`src/rtl/input_scheduler.sv`:
```
// input_scheduler: merges keyboard and UART byte streams onto the single command-handler port.
// Keyboard has priority, limited by MAX_BURST; define FLOW_XOFF_EN to enable xoff_req hysteresis.

module input_scheduler_fifo #(
    parameter int DEPTH = 4
) (
    input  logic                    clk,
    input  logic                    reset,
    input  logic                    push,
    input  logic [7:0]              push_data,
    input  logic                    pop,
    output logic [7:0]              head,
    output logic [$clog2(DEPTH):0]  count
);
    localparam int AW = $clog2(DEPTH);
    localparam int CW = AW + 1;

    logic [7:0]    mem [DEPTH];
    logic [AW-1:0] wr_ptr;
    logic [AW-1:0] rd_ptr;

    always_ff @(posedge clk) begin
        if (push) begin
            mem[wr_ptr] <= push_data;
        end
    end

    // Pointers wrap naturally because DEPTH is a power of two.
    always_ff @(posedge clk) begin
        if (reset) begin
            wr_ptr <= '0;
            rd_ptr <= '0;
            count  <= '0;
        end else begin
            if (push) begin
                wr_ptr <= wr_ptr + 1'b1;
            end
            if (pop) begin
                rd_ptr <= rd_ptr + 1'b1;
            end
            count <= count + CW'(push) - CW'(pop);
        end
    end

    assign head = mem[rd_ptr];
endmodule

module input_scheduler #(
    parameter int FIFO_DEPTH = 4,
    parameter int MAX_BURST  = 4
`ifdef FLOW_XOFF_EN
    ,
    parameter int XOFF_HIGH  = 3,
    parameter int XON_LOW    = 1
`endif
) (
    input  logic       clk,
    input  logic       reset,
    input  logic [7:0] kbd_data,
    input  logic       kbd_valid,
    output logic       kbd_ready,
    input  logic [7:0] uart_data,
    input  logic       uart_valid,
    output logic       uart_ready,
    output logic [7:0] out_data,
    output logic       out_valid,
    output logic       out_from_uart,
    input  logic       out_ready,
    output logic       xoff_req
);
    localparam int              CW          = $clog2(FIFO_DEPTH) + 1;
    localparam logic [CW-1:0]   FULL_COUNT  = CW'(FIFO_DEPTH);
    localparam logic [7:0]      BURST_LIMIT = 8'(MAX_BURST);

    logic [7:0]    kbd_head;
    logic [7:0]    uart_head;
    logic [CW-1:0] kbd_count;
    logic [CW-1:0] uart_count;
    logic          kbd_push;
    logic          uart_push;
    logic          kbd_has;
    logic          uart_has;
    logic          load;
    logic          grant_kbd;
    logic          grant_uart;
    logic [7:0]    burst_cnt;

    // Ready comes only from registered occupancy, so a pop never frees a full FIFO in the same cycle.
    assign kbd_ready  = (kbd_count != FULL_COUNT);
    assign uart_ready = (uart_count != FULL_COUNT);
    assign kbd_push   = kbd_valid && kbd_ready;
    assign uart_push  = uart_valid && uart_ready;
    assign kbd_has    = (kbd_count != '0);
    assign uart_has   = (uart_count != '0);

    assign load       = !out_valid || out_ready;
    assign grant_uart = load && uart_has && (!kbd_has || burst_cnt >= BURST_LIMIT);
    assign grant_kbd  = load && kbd_has && !grant_uart;

    input_scheduler_fifo #(.DEPTH(FIFO_DEPTH)) u_kbd_fifo (
        .clk       (clk),
        .reset     (reset),
        .push      (kbd_push),
        .push_data (kbd_data),
        .pop       (grant_kbd),
        .head      (kbd_head),
        .count     (kbd_count)
    );

    input_scheduler_fifo #(.DEPTH(FIFO_DEPTH)) u_uart_fifo (
        .clk       (clk),
        .reset     (reset),
        .push      (uart_push),
        .push_data (uart_data),
        .pop       (grant_uart),
        .head      (uart_head),
        .count     (uart_count)
    );

    always_ff @(posedge clk) begin
        if (reset) begin
            out_data      <= '0;
            out_valid     <= 1'b0;
            out_from_uart <= 1'b0;
        end else if (load) begin
            out_valid <= grant_kbd || grant_uart;
            if (grant_uart) begin
                out_data      <= uart_head;
                out_from_uart <= 1'b1;
            end else if (grant_kbd) begin
                out_data      <= kbd_head;
                out_from_uart <= 1'b0;
            end
        end
    end

    // Counts keyboard wins only while UART is waiting; an empty UART FIFO or a UART win restarts it.
    always_ff @(posedge clk) begin
        if (reset) begin
            burst_cnt <= '0;
        end else if (!uart_has || grant_uart) begin
            burst_cnt <= '0;
        end else if (grant_kbd) begin
            burst_cnt <= burst_cnt + 1'b1;
        end
    end

`ifdef FLOW_XOFF_EN
    localparam logic [CW-1:0] XOFF_SET = CW'(XOFF_HIGH);
    localparam logic [CW-1:0] XON_CLR  = CW'(XON_LOW);

    always_ff @(posedge clk) begin
        if (reset) begin
            xoff_req <= 1'b0;
        end else if (uart_count >= XOFF_SET) begin
            xoff_req <= 1'b1;
        end else if (uart_count <= XON_CLR) begin
            xoff_req <= 1'b0;
        end
    end
`else
    assign xoff_req = 1'b0;
`endif
endmodule
```
`config.mk`:
```
export PLATFORM = sky130hd
export DESIGN_NAME = input_scheduler
export DESIGN_NICKNAME = d
export VERILOG_FILES = /design/src/rtl/input_scheduler.sv
export SDC_FILE = /design/constraint.sdc
export NUM_CORES = 1
export LEC_CHECK = 0
export CORE_UTILIZATION = 30
export CTS_CLUSTER_SIZE = 10
export DETAILED_ROUTE_END_ITERATION = 10
export GPL_ROUTABILITY_DRIVEN = 0
export SYNTH_ARGS = -nofsm -noshare
export SYNTH_HDL_FRONTEND = slang
export SYNTH_HIERARCHICAL = 1
export SYNTH_SLANG_ARGS = --single-unit
```
`constraint.sdc`:
```
create_clock -name clk -period 3.25 [get_ports clk]
set_clock_uncertainty 0.15 [all_clocks]
set_input_delay 0.65 -clock clk [delete_from_list [all_inputs] [get_ports clk]]
set_output_delay 0.65 -clock clk [all_outputs]
set_load 0.01 [all_outputs]
```
# Word-level counts from Yosys, hierarchy flattened
# Memories as Yosys holds them, arrays and structs flattened. A register that Yosys moved wholly into a read port is not among the register bits.
# Index checks and enable logic that the tools add are counted.
classes:
  add_sub_neg: 9
  multipliers: 0
  div_mod_pow: 0
  magnitude_cmp: 1
  n_eq_ne: 2
  shifts: 0
  n_mux: 12
  bitwise_logic: 0
  reduce_logical: 19
op_table:
  columns: ["op", "n"]
  rows:
  - ["2-to-1 mux 8 bit", 2]
  - ["adder 2 x 1 -> 2 bit (second input constant)", 4]
  - ["adder 8 x 1 -> 8 bit (second input constant)", 1]
  - ["greater-or-equal comparator 8 x 3 -> 1 bit (second input constant)", 1]
  - ["2-to-1 mux 2 bit", 4]
  - ["adder 3 x 1 -> 3 bit", 2]
  - ["logical AND 1 bit", 6]
  - ["2-to-1 mux 1 bit", 6]
  - ["inequality test 3 bit (second input constant)", 2]
  - ["nonzero test 3 bit", 2]
  - ["subtractor 3 x 1 -> 3 bit", 2]
  - ["zero test 1 bit", 4]
  - ["logical OR 1 bit", 4]
  - ["AND reduction 2 bit", 1]
  - ["nonzero test 2 bit", 1]
  - ["OR reduction 2 bit", 1]
totals:
  ff_bits: 32
  latch_bits: 0
  mem_bits_rw: 64
  rom_bits: 0
  inputBits: 21
  out_inout_bits: 13
  word_cells: 55
  mem_count: 2
mem_list:
  columns: ["name", "words", "width", "read_ports", "rd_ports_with_merged_regs", "wr", "line", "source"]
  rows:
  - ["u_kbd_fifo.mem", 4, 8, 1, 1, 1, "18", "logic [7:0] mem [DEPTH];"]
  - ["u_uart_fifo.mem", 4, 8, 1, 1, 1, "18", null]

# Logic depth before layout (Yosys ltp)
# Gate-level depths: netlist of the first run.
depth:
  ltp_word: 8
  mapped_depth: 10
  ltp_nobuf: 9

# Cells and area by module
# The synthesis of the first run kept the hierarchy.
modules_own_cells:
  columns: ["mod", "n_inst", "cells_per_inst", "area_each_um2", "seq_area_each_um2"]
  rows:
  - ["input_scheduler_fifo", 2, 82, 1585.3, 1141.1]
  - ["input_scheduler", 1, 108, 925.9, 360.3]

# Least setup slack after synthesis of the first run
# Ideal clock, no wire load.
synth_path:
  path_type: "input-to-reg"
  startpoint: "input out_ready"
  endpoint: "register u_uart_fifo.count[2]"
  setup_time_ns: 0.064
  arrival_ns: 2.699
  required_ns: 3.036
  setup_slack_ns: 0.336
  cell_stages: 10
  path_buffers: 1
  cell_sequence: "nor2b_1 nor2_1 clkbuf_1 and2_1 ha_1 inv_1 ha_1 fa_1 xor3_1 nor2_1"
synth_between:
  elab_chain_len: 4
synth_lines:
  columns: ["element", "line", "source"]
  rows:
  - ["start, declared", "68", "input logic out_ready,"]
  - ["logical OR 1 bit", "96", "assign load = !out_valid || out_ready;"]
  - ["logical AND 1 bit (2 in series)", "97", "assign grant_uart = load && uart_has && (!kbd_has || burst_cnt >= BURST_LIMIT);"]
  - ["named net grant_uart", "85", "logic grant_uart;"]
  - ["subtractor 3 x 1 -> 3 bit", "41", "count <= count + CW'(push) - CW'(pop);"]
  - ["end signal, assigned", "41", null]
  - ["end, declared", "13", "output logic [$clog2(DEPTH):0] count"]
# The timed path passes the listed nets, and every way through them passes these cells.
# A chain may end at the register's enable or synchronous reset.

# Worst setup path after layout of the first run
# Same ends and word-level chain as after synthesis.

==> results of run 1 <==
[worst min-delay path by stage]
stage | from | end | slack, ns | cells past startpoint
2_1_floorplan | burst_cnt[7] | burst_cnt[7] | 0.31 | 2
3_3_place_gp | burst_cnt[7] | burst_cnt[7] | 0.32 | 2
3_5_place_dp | burst_cnt[7] | burst_cnt[7] | 0.33 | 2
4_1_cts | burst_cnt[7] | burst_cnt[7] | 0.34 | 2
5_1_grt | burst_cnt[7] | burst_cnt[7] | 0.36 | 2
6_report | burst_cnt[7] | burst_cnt[7] | 0.33 | 2
[sequential cells by signal, indices dropped and copies added (netlist names), named ones only]
register	count
out_from_uart	1
u_uart_fifo/rd_ptr	2
out_data	8
burst_cnt	8
u_kbd_fifo/rd_ptr	2
u_kbd_fifo/count	3
u_uart_fifo/wr_ptr	2
u_kbd_fifo/wr_ptr	2
u_uart_fifo/count	3
out_valid	1
u_kbd_fifo/mem	32
u_uart_fifo/mem	32
[power breakdown]
group / switching, W / internal [W] / leakage (nW)
sequential: 0.000193 / 0.00159 / 0.882
combinational: 0.000576 / 0.000632 / 0.654
clock: 0.000425 / 0.000589 / 0.143
total: 0.00119 / 0.00281 / 1.68
[cell type report]
| class | instances | share of cell area |
|---|---|---|
| Sequential cell | 100 | 0.5385 |
| Multi-Input combinational cell | 145 | 0.2708 |
| Timing Repair Buffer | 38 | 0.07445 |
| Clock buffer | 14 | 0.05609 |
| Tap cell | 176 | 0.04487 |
| Inverter | 16 | 0.01224 |
| Clock inverter | 2 | 0.003060 |
[per-layer routing]
layer / part of all wire / global-route usage / vias to the layer above
met1: 0.44 / 0.1394 / 1101
met3: 0.031 / 0.02634 / 10
li1: - / - / 1094
met2: 0.50 / 0.1908 / 28
met4: 0.024 / 0.06883 / 0
met5: 0 / 0 / -
[worst min-delay path: stages (launching register included)]
cell and delay (ns):
dfxtp_1 0.33, inv_1 0.05, a21oi_1 0.05
[placed cells by master, fill, tap and decap left out, types with 2 or more instances in the layout]
cell             netlist  layout
a21bo_2                3       3
a21oi_1               14      14
a31oi_1                3       3
a32oi_1                7       7
and2_1                11      11
and3_2                 2       2
buf_4                  1       6
clkbuf_1               4       3
clkbuf_16              0      10
clkdlybuf4s50_1        0      32
dfxtp_1               36      36
edfxtp_1              64      64
fa_1                   2       2
ha_1                  14      14
inv_1                 16      16
mux2i_1                2       2
mux4_2                16      16
nand2_1                4       4
nand3_1                9       9
nand3b_1               2       2
nand4_1                2       2
nor2_1                21      21
nor2b_1                5       5
nor3_1                 2       2
or3_1                  2       2
xnor2_1                5       5
xor3_1                 2       2
[per-stage QoR]
stage / util / hold slack (ns) / cell area [µm²] / worst slack, ns
6_report: 0.3691 / 0.3336 / 4907 / 0.4005
2_1_floorplan: - / 0.3098 / 4096 / 0.3363
3_5_place_dp: 0.3473 / 0.3312 / 4617 / 0.05474
5_1_grt: 0.3691 / 0.3587 / 4907 / 0.2661
3_3_place_gp: 0.3473 / 0.3217 / 4617 / 0.1032
4_1_cts: 0.3691 / 0.3411 / 4907 / 0.4046
[cell families after synthesis]
family	count (synthesis)	share of synthesized area
flops	100	0.6451
simple gates	66	0.09133
compound gates	37	0.06445
buf+inv	27	0.03054
mux	18	0.09285
fa+ha+maj	16	0.05254
xor+xnor	7	0.02230
other cells	1	0.0009154
==> metrics.md, run 1 <==
| Metric | Value |
|---|---|
| Number of synthesized flops with an enable pin | `64` |
| Tmin final | `2.849 ns` |
| Yosys warns | `6` |
| CP Launch Point | `out_ready` |
| Relative slew slack | `0.6211` |
| Final Max Tran Viols | `0` |
| CP Class | `in2reg` |
| Distinct cells, synth | `45` |
| Register bit total from synthesis | `100` |
| Critical Path Source Type | `input pin` |
| PD cells | `815.1 mW/mm²` |
| Drt pass-1 iters | `4` |
| Tcrit/Tclk final | `0.8768` |
| End of the critical path | `u_uart_fifo/count[2]` |
| Hold crit path type | `reg2reg` |
| Post-synth top cells | `64 x edfxtp_1, 36 x dfxtp_1, 21 x nor2_1` |
| Post-CTS setup buffer count | `0` |
| CP Capture Type | `flip-flop` |
| Die ar. | `0.01413 mm²` |
| CTS root buffer | `clkbuf_16` |
| Storage cell area | `roughly 0.0026 mm²` |
| Commonest register cell after synthesis | `edfxtp_1` |
| Final HPWL DP | `5337 µm` |
| Via/cell ratio | `4.548` |
| Grt ovf | `0` |
| Top-count cell post-synth | `edfxtp_1` |
| Max cap viols | `0` |
| Area leader, netlist | `edfxtp_1` |
| Total GRT Usage | `0.1161` |
| Mean Syn Cell Area | `around 15 µm²` |
| Sequential cell area fraction in the yosys report | `0.6451` |
| FFs w/ async S/R, synth | `0` |
| DRC violation count after routing | `0` |
| Final net count | `approximately 350` |
| Vias | `roughly 2,200` |
| Syn nets | `just over 300` |
| CTS tree | `yes` |
| Multi-input gate area | `around 0.0013 mm²` |
| Static Leak | `roughly 1.7 nW` |
| PostCTS Resize Cnt | `0` |
| Antenna violations before repair | `0` |
| FF-to-FF setup slack | `a little under 0.6 ns` |
| Count of final hold-check violations | `0` |
| Layout cell share with drive strength beyond 1 | `0.1429` |
| Cell family with most CP delay | `adder cells` |
| First-pass GRT wire length | `roughly 12,000 µm` |
| Share of the synthesized area in the top cell type | `0.4692` |
| Post-Route WL | `about 7400 µm` |
| Crit-path cells | `clkdlybuf4s50_1 > nor2b_1 > nor2_1 > and2_1 > ha_1 > inv_1 > ha_1 > fa_1 > xor3_1 > nor2_1` |
| Mapped Cells | `272` |
| Vias in the first global route | `~2,300` |
| Mapped Area | `0.004096 mm²` |
| WP data required | `about 3.4 ns` |
| Largest net degree at the start of global routing | `23` |
| Outcome | `complete, no violations` |
| IO buf count | `32` |
| Inserted Diodes | `0` |
| Pwr Total | `between 0.003 and 0.004 W` |
| Worst vdd ir | `288.0 µV` |
| Die Height | `118.9 µm` |
| TritonCTS buffer count | `9` |
| Filler instances | `roughly 1,200` |
| Antenna-violating nets left | `0` |
| Crit path DAT | `2.98 ns` |
| Critical R2R Capture | `u_uart_fifo/count[2]` |
| Die width | `about 120 µm` |
| Routed len/inst | `15.13 µm` |
| Hold Buf Count CTS | `0` |
| Placed Cells | `between 400 and 500` |
| Worst-path clk slew | `~0.06 ns` |
| # IOs | `34` |
| Fmax | `approximately 350 MHz` |
| Final std cells w/o fill | `between 400 and 500` |
| CTS Buffer Depth | `2` |
| H-tree levels | `3` |
| Worst slew pin tran | `between 0.5 and 0.6 ns` |
| Worst R2R Path Depth | `9` |
| Critical path depth | `10` |
| RSZ-0062 raised after global routing | `false` |
| Crit path max fanout | `4` |
| # setup viols final | `0` |
| Clk Latency, worst-skew pair | `0.34 ns` |
| Buffers & Inverters on Critical Path | `2` |
| Initial core utilization | `0.3081` |
| Reg-to-reg startpoint | `burst_cnt[2]` |
| Area growth syn-to-layout | `19.79%` |
| Crit path largest cell delay | `0.44 ns` |
| Cell row count | `42` |
| Post-route setup TNS | `0 ns` |
| Initial drt markers | `130` |
| Clk sinks | `100` |
| Top cells by area, synth | `edfxtp_1 47%, dfxtp_1 18%, mux4_2 8.8%, ha_1 4.3%, nor2_1 1.9%` |
| Core Footprint | `approximately 0.013 mm²` |
| Slowest CP cell | `clkdlybuf4s50_1` |
(Power assumes the default switching activity.)
==> inputs of run 2 (changes only) <==
==> constraint.sdc (replaced) <==
create_clock -name clk -period 3.65 [get_ports clk]
set_clock_uncertainty 0.15 [all_clocks]
set_input_delay 0.73 -clock clk [delete_from_list [all_inputs] [get_ports clk]]
set_output_delay 0.73 -clock clk [all_outputs]
set_load 0.01 [all_outputs]
==> run 2 against run 1 <==
Effect of this change: die area did not move; sequential power decreased by 11%; largest cell class unchanged; cell area about the same; worst hold slack got worse by 0.0023 ns; clock power decreased by 7%; non-clock buffer count fell by 2; largest power group unchanged.
==> metrics.md, run 2 (synthesis results as in run 1) <==
| Metric | Value |
|---|---|
| Outcome | `complete, no violations (unchanged)` |
| Count of final hold-check violations | `0 (unchanged)` |
| PostCTS Resize Cnt | `0 (unchanged)` |
| Critical R2R Capture | `u_uart_fifo/count[2] (unchanged)` |
| Hold Crit Endpoint | `burst_cnt[7] (unchanged)` |
| Final net count | `345 (was 347)` |
| Comb pwr share | `0.297 (was 0.302)` |
| Final WS setup | `0.6049 ns (was 0.4005 ns)` |
| Hold depth | `2 (unchanged)` |
| Slowest CP cell | `clkdlybuf4s50_1 (unchanged)` |
| Worst vdd ir | `294.3 µV (was 288.0 µV)` |
| Most frequent cells in the layout | `64 x edfxtp_1, 36 x dfxtp_1, 32 x clkdlybuf4s50_1 (unchanged)` |
| Die ar. | `0.01413 mm² (unchanged)` |
| Grt ovf | `0 (unchanged)` |
| Sw Pwr | `0.001079 W (was 0.001194 W)` |
| Worst hold start | `burst_cnt[7] (unchanged)` |
| Post-route setup TNS | `0 ns (unchanged)` |
| Pre-CTS setup slack | `0.2750 ns (was 0.05474 ns)` |
| Crit-path cells | `clkdlybuf4s50_1 > nor2b_1 > nor2_1 > and2_1 > ha_1 > inv_1 > ha_1 > fa_1 > xor3_1 > nor2_1 (unchanged)` |
| Clk Latency, worst-skew pair | `0.34 ns (about the same)` |
| CP Capture Type | `flip-flop (unchanged)` |
| Final HPWL DP | `5124 µm (was 5337 µm)` |
| DRC violation count after routing | `0 (unchanged)` |
| Hold Buf Count CTS | `0 (unchanged)` |
| CTS Buffer Depth | `2 (unchanged)` |
| Routed len/inst | `15.04 µm (was 15.13 µm)` |
| CP Class | `in2reg (unchanged)` |
| WP data required | `3.78 ns (was 3.38 ns)` |
| Cell family with most CP delay | `adder cells (unchanged)` |
| Worst-path clk slew | `0.07 ns (was 0.06 ns)` |
| Filler instances | `1,250 (was 1,228)` |
| Drt pass-1 iters | `4 (unchanged)` |
| Multi-input gate area | `0.001329 mm² (unchanged)` |
| IO buf count | `32 (unchanged)` |
| Buffers & Inverters on Critical Path | `2 (unchanged)` |
| Total GRT Usage | `0.1151 (was 0.1161)` |
| Final Max Tran Viols | `0 (unchanged)` |
| PD cells | `730.2 mW/mm² (was 815.1 mW/mm²)` |
| Sw frac | `0.3012 (was 0.2985)` |
| Reg-to-reg startpoint | `burst_cnt[2] (unchanged)` |
| TritonCTS buffer count | `9 (unchanged)` |
| Relative slew slack | `0.6262 (was 0.6211)` |
| Layout cell share with drive strength beyond 1 | `0.1438 (was 0.1429)` |
| Static Leak | `1.679 nW (about the same)` |
| Crit path max fanout | `5 (was 4)` |
| Antenna violations before repair | `0 (unchanged)` |
| Storage cell area | `0.002643 mm² (unchanged)` |
| # setup viols final | `0 (unchanged)` |
| Tmin final | `3.045 ns` |
| Flop pwr share | `0.441 (was 0.445)` |
| Hold crit path type | `reg2reg (unchanged)` |
| Tcrit/Tclk final | `0.8343` |
| Fmax | `around 330 MHz` |
| Vias | `2,212 (was 2,233)` |
| Vias in the first global route | `2,300 (was 2,326)` |
| Placed Cells | `473 (was 475)` |
| Post-CTS setup buffer count | `0 (unchanged)` |
| Design internal power | `0.002505 W (was 0.002806 W)` |
| Antenna-violating nets left | `0 (unchanged)` |
| Clk sinks | `100 (unchanged)` |
| Initial core utilization | `0.3081 (unchanged)` |
| Final std cells w/o fill | `489 (was 491)` |
| Worst R2R Path Depth | `10 (was 9)` |
| Crit path largest cell delay | `0.44 ns (about the same)` |
| Crit path DAT | `3.18 ns (was 2.98 ns)` |
| Initial drt markers | `141 (was 130)` |
| Post-DP Area | `0.004602 mm² (was 0.004617 mm²)` |
| Cell row count | `42 (unchanged)` |
| H-tree levels | `3 (unchanged)` |
| Fin area | `0.004908 mm² (was 0.004907 mm²)` |
| Via/cell ratio | `4.524 (was 4.548)` |
| CTS tree | `yes (unchanged)` |
| Inserted Diodes | `0 (unchanged)` |
| Critical Path Source Type | `input pin (unchanged)` |
| Die width | `118.9 µm (unchanged)` |
| RSZ-0062 raised after global routing | `false (unchanged)` |
| CTS root buffer | `clkbuf_16 (unchanged)` |
| # IOs | `34 (unchanged)` |
| FF-to-FF setup slack | `0.84 ns (was 0.58 ns)` |
| Max cap viols | `0 (unchanged)` |
| Die Height | `118.9 µm (unchanged)` |
| Area growth syn-to-layout | `19.82% (was 19.79%)` |
| Top Registers | `u_kbd_fifo/mem x32, u_uart_fifo/mem x32 (unchanged)` |
| Commonest non-fill, non-tap cell in the layout | `edfxtp_1 (unchanged)` |
| Largest net degree at the start of global routing | `28 (was 23)` |
| First-pass GRT wire length | `11,910 µm (was 12,140 µm)` |
| Post-Route WL | `7357 µm (was 7431 µm)` |
| Pwr Total | `0.003584 W (was 0.004000 W)` |
| Core Footprint | `0.01330 mm² (unchanged)` |
| Clk pwr share | `0.262 (was 0.253)` |
| Worst slew pin tran | `0.5599 ns (was 0.5676 ns)` |
[run 2: cell types whose count changed in the layout (fill, tap and decap cells not counted)]
cell and change:
clkinv_2 +2, clkbuf_8 -1, buf_4 -2, clkinv_4 +1, clkbuf_16 +1, inv_4 -1, clkbuf_1 -3, clkinv_1 +1
[run 2: final cells by class]
class / instances / share of cell area
sequential: 100 / 0.5384
multi-input combinational: 145 / 0.2707
timing repair buffer: 36 / 0.07137
clock buffer: 11 / 0.05608
tap: 176 / 0.04486
inverter: 16 / 0.01224
clock inverter: 5 / 0.006373
[run 2: how the worst max path moves through the flow]
stage                           endpoint       from  cells past startpoint
finish              u_uart_fifo/count[2]  out_ready                     10
CTS                 u_uart_fifo/count[2]  out_ready                     10
global placement    u_uart_fifo/count[2]  out_ready                     10
floorplan           u_uart_fifo/count[2]  out_ready                     10
global route        u_uart_fifo/count[2]  out_ready                     10
detailed placement  u_uart_fifo/count[2]  out_ready                     10
[run 2: metrics by stage]
stage | util | hold slack [ns]
after floorplan | - | 0.3098
after global placement | 0.3461 | 0.3221
after detailed placement | 0.3461 | 0.3225
after CTS | 0.3692 | 0.3331
after global routing | 0.3692 | 0.3565
final | 0.3692 | 0.3313
[run 2: power by group through the flow]
stage	sequential, W	clock [W]	combinational [W]
finish	0.00158	0.000939	0.00106
global route	0.00162	0.00101	0.00117
CTS	0.00159	0.000969	0.00108
detailed placement	0.00161	0	0.00107
global placement	0.00161	0	0.00105
floorplan	0.00154	0	0.000773
[run 2: layer usage]
metal	share of wire	vias up	track usage	wire (µm)
li1	-	1091	-	-
met1	0.44	1070	0.1410	3271
met2	0.48	35	0.1773	3552
met3	0.039	16	0.03544	287
met4	0.033	0	0.07120	245
met5	0	-	0	0
[run 2: worst register-to-register path, stage by stage, from the launching register on]
cell	delay, ns
dfxtp_1	0.38
nor4_4	0.36
nand3_1	0.11
buf_4	0.19
and2_1	0.22
ha_1	0.29
inv_1	0.04
ha_1	0.19
fa_1	0.39
xor3_1	0.35
nor2_1	0.08
==> inputs of run 3 (changes only) <==
==> constraint.sdc (replaced) <==
create_clock -name clk -period 3.1 [get_ports clk]
set_clock_uncertainty 0.15 [all_clocks]
set_input_delay 0.62 -clock clk [delete_from_list [all_inputs] [get_ports clk]]
set_output_delay 0.62 -clock clk [all_outputs]
set_load 0.01 [all_outputs]
==> run 3 against run 2 <==
Effect of this change: register-to-register slack got worse by 0.37 ns; critical path type unchanged; highest routed layer unchanged; global-route usage up 0.33 points; critical endpoint unchanged; largest cell class unchanged; routed wire length rose by 3.3%; critical path depth unchanged.
==> metrics.md, run 3 (synthesis results as in run 1) <==
| Metric | Value |
|---|---|
| Outcome | `complete, no violations (unchanged)` |
| IO buf count | `32 (unchanged)` |
| Die width | `118.9 µm (unchanged)` |
| Largest net degree at the start of global routing | `27 (was 28)` |
| Final HPWL DP | `5363 µm (was 5124 µm)` |
| Tcrit/Tclk final | `0.8690` |
| DRC violation count after routing | `0 (unchanged)` |
| Layout cell share with drive strength beyond 1 | `0.1546 (was 0.1438)` |
| Routed len/inst | `15.42 µm (was 15.04 µm)` |
| Final std cells w/o fill | `493 (was 489)` |
| CTS tree | `yes (unchanged)` |
| CTS root buffer | `clkbuf_16 (unchanged)` |
| Initial drt markers | `139 (was 141)` |
| Crit path max fanout | `2 (was 5)` |
| PD cells | `863.3 mW/mm² (was 730.2 mW/mm²)` |
| Worst vdd ir | `302.0 µV (was 294.3 µV)` |
| Die ar. | `0.01413 mm² (unchanged)` |
| Inserted Diodes | `0 (unchanged)` |
| Static Leak | `1.695 nW (was 1.679 nW)` |
| RSZ-0062 raised after global routing | `false (unchanged)` |
| Post-CTS setup buffer count | `0 (unchanged)` |
| # setup viols final | `0 (unchanged)` |
| Post-route setup TNS | `0 ns (unchanged)` |
| Top Registers | `u_kbd_fifo/mem x32, u_uart_fifo/mem x32 (unchanged)` |
| Hold crit path type | `reg2reg (unchanged)` |
| Hold Buf Count CTS | `0 (unchanged)` |
| CTS Buffer Depth | `2 (unchanged)` |
| Vias in the first global route | `2,420 (was 2,300)` |
| Fmax | `roughly 370 MHz` |
| Total GRT Usage | `0.1184 (was 0.1151)` |
| WP data required | `3.23 ns (was 3.78 ns)` |
| Core Footprint | `0.01330 mm² (unchanged)` |
| Post-Route WL | `7603 µm (was 7357 µm)` |
| # IOs | `34 (unchanged)` |
| H-tree levels | `3 (unchanged)` |
| Commonest non-fill, non-tap cell in the layout | `edfxtp_1 (unchanged)` |
| Crit path DAT | `2.83 ns (was 3.18 ns)` |
| CP Class | `in2reg (unchanged)` |
| Placed Cells | `477 (was 473)` |
| Antenna violations before repair | `0 (unchanged)` |
| CP Capture Type | `flip-flop (unchanged)` |
| Die Height | `118.9 µm (unchanged)` |
| First-pass GRT wire length | `12,260 µm (was 11,910 µm)` |
| Most frequent cells in the layout | `64 x edfxtp_1, 36 x dfxtp_1, 32 x clkdlybuf4s50_1 (unchanged)` |
| Clk Latency, worst-skew pair | `0.35 ns (was 0.34 ns)` |
| Clk sinks | `100 (unchanged)` |
| Tmin final | `around 2.7 ns` |
| Vias | `2,294 (was 2,212)` |
| Filler instances | `1,241 (was 1,250)` |
| Final WS setup | `0.4061 ns (was 0.6049 ns)` |
| TritonCTS buffer count | `9 (unchanged)` |
| Antenna-violating nets left | `0 (unchanged)` |
| Final net count | `349 (was 345)` |
| Critical Path Source Type | `input pin (unchanged)` |
| Drt pass-1 iters | `4 (unchanged)` |
| PostCTS Resize Cnt | `0 (unchanged)` |
| Grt ovf | `0 (unchanged)` |
| Pre-CTS setup slack | `0.05061 ns (was 0.2750 ns)` |
| Via/cell ratio | `4.653 (was 4.524)` |
| Worst-path clk slew | `0.07 ns (about the same)` |
| Max cap viols | `0 (unchanged)` |
| Final Max Tran Viols | `0 (unchanged)` |
| Count of final hold-check violations | `0 (unchanged)` |
| Cell row count | `42 (unchanged)` |
| Worst slew pin tran | `0.5628 ns (was 0.5599 ns)` |
| Initial core utilization | `0.3081 (unchanged)` |
| Finished Core Util | `0.3714 (was 0.3692)` |
| Area growth syn-to-layout | `20.56% (was 19.82%)` |
| Relative slew slack | `0.6243 (was 0.6262)` |
run 3: changes by cell type in the layout (fill, tap and decap cells not counted):
| cell | before | now |
|---|---|---|
| buf_4 | 4 | 8 |
| clkbuf_16 | 11 | 10 |
| clkbuf_8 | 0 | 2 |
| clkinv_2 | 2 | 0 |
| clkinv_4 | 2 | 1 |
| clkinvlp_4 | 0 | 1 |
| inv_6 | 0 | 1 |
run 3: path summary, 6_finish.rpt:
kind | start | slack, ns | cells after the start | endpoint
setup / recovery | out_ready | 0.41 | 10 | u_uart_fifo/count[2]
hold / removal | burst_cnt[7] | 0.34 | 2 | burst_cnt[7]
setup reg to reg | burst_cnt[2] | 0.47 | 9 | u_uart_fifo/count[2]
hold reg to reg | burst_cnt[7] | 0.34 | 2 | burst_cnt[7]
run 3: report_power, final:
part           total (W)  internal [W]  switching, W
registers        0.00187       0.00166      0.000204
logic            0.00128      0.000673      0.000607
clock network    0.00112      0.000638      0.000480
total            0.00426       0.00297       0.00129
run 3: critical path, cell delays in order:
cell and delay, ns:
clkdlybuf4s50_1 0.46, nor2b_1 0.18, nor2_1 0.08, and2_1 0.17
ha_1 0.27, inv_1 0.04, ha_1 0.18, fa_1 0.39
xor3_1 0.35, nor2_1 0.09
run 3: cell type report:
class | instances | area (µm²) | share of cell area
clock buffers | 12 | 277.8 | 0.05625
clock inverters | 4 | 28.78 | 0.005827
inverters | 16 | 60.06 | 0.01216
multi-input cells | 145 | 1329 | 0.2691
flip-flops and latches | 100 | 2643 | 0.5351
well taps | 176 | 220.2 | 0.04459
repair buffers | 40 | 380.4 | 0.07702
run 3: through the flow:
| stage | hold WS, ns | total power, W | instance area, µm² |
|---|---|---|---|
| floorplan | 0.3098 | 0.002727 | 4096 |
| global placement | 0.3274 | 0.003147 | 4632 |
| detailed placement | 0.3301 | 0.003198 | 4632 |
| CTS | 0.3398 | 0.004319 | 4938 |
| global route | 0.3772 | 0.004502 | 4938 |
| finish | 0.3413 | 0.004264 | 4938 |
run 3: per-layer routing:
layer	up-vias	track usage	share of wire
met5	-	0	0
met2	38	0.1857	0.48
li1	1096	-	-
met1	1143	0.1449	0.45
met4	0	0.08782	0.040
met3	17	0.02347	0.031
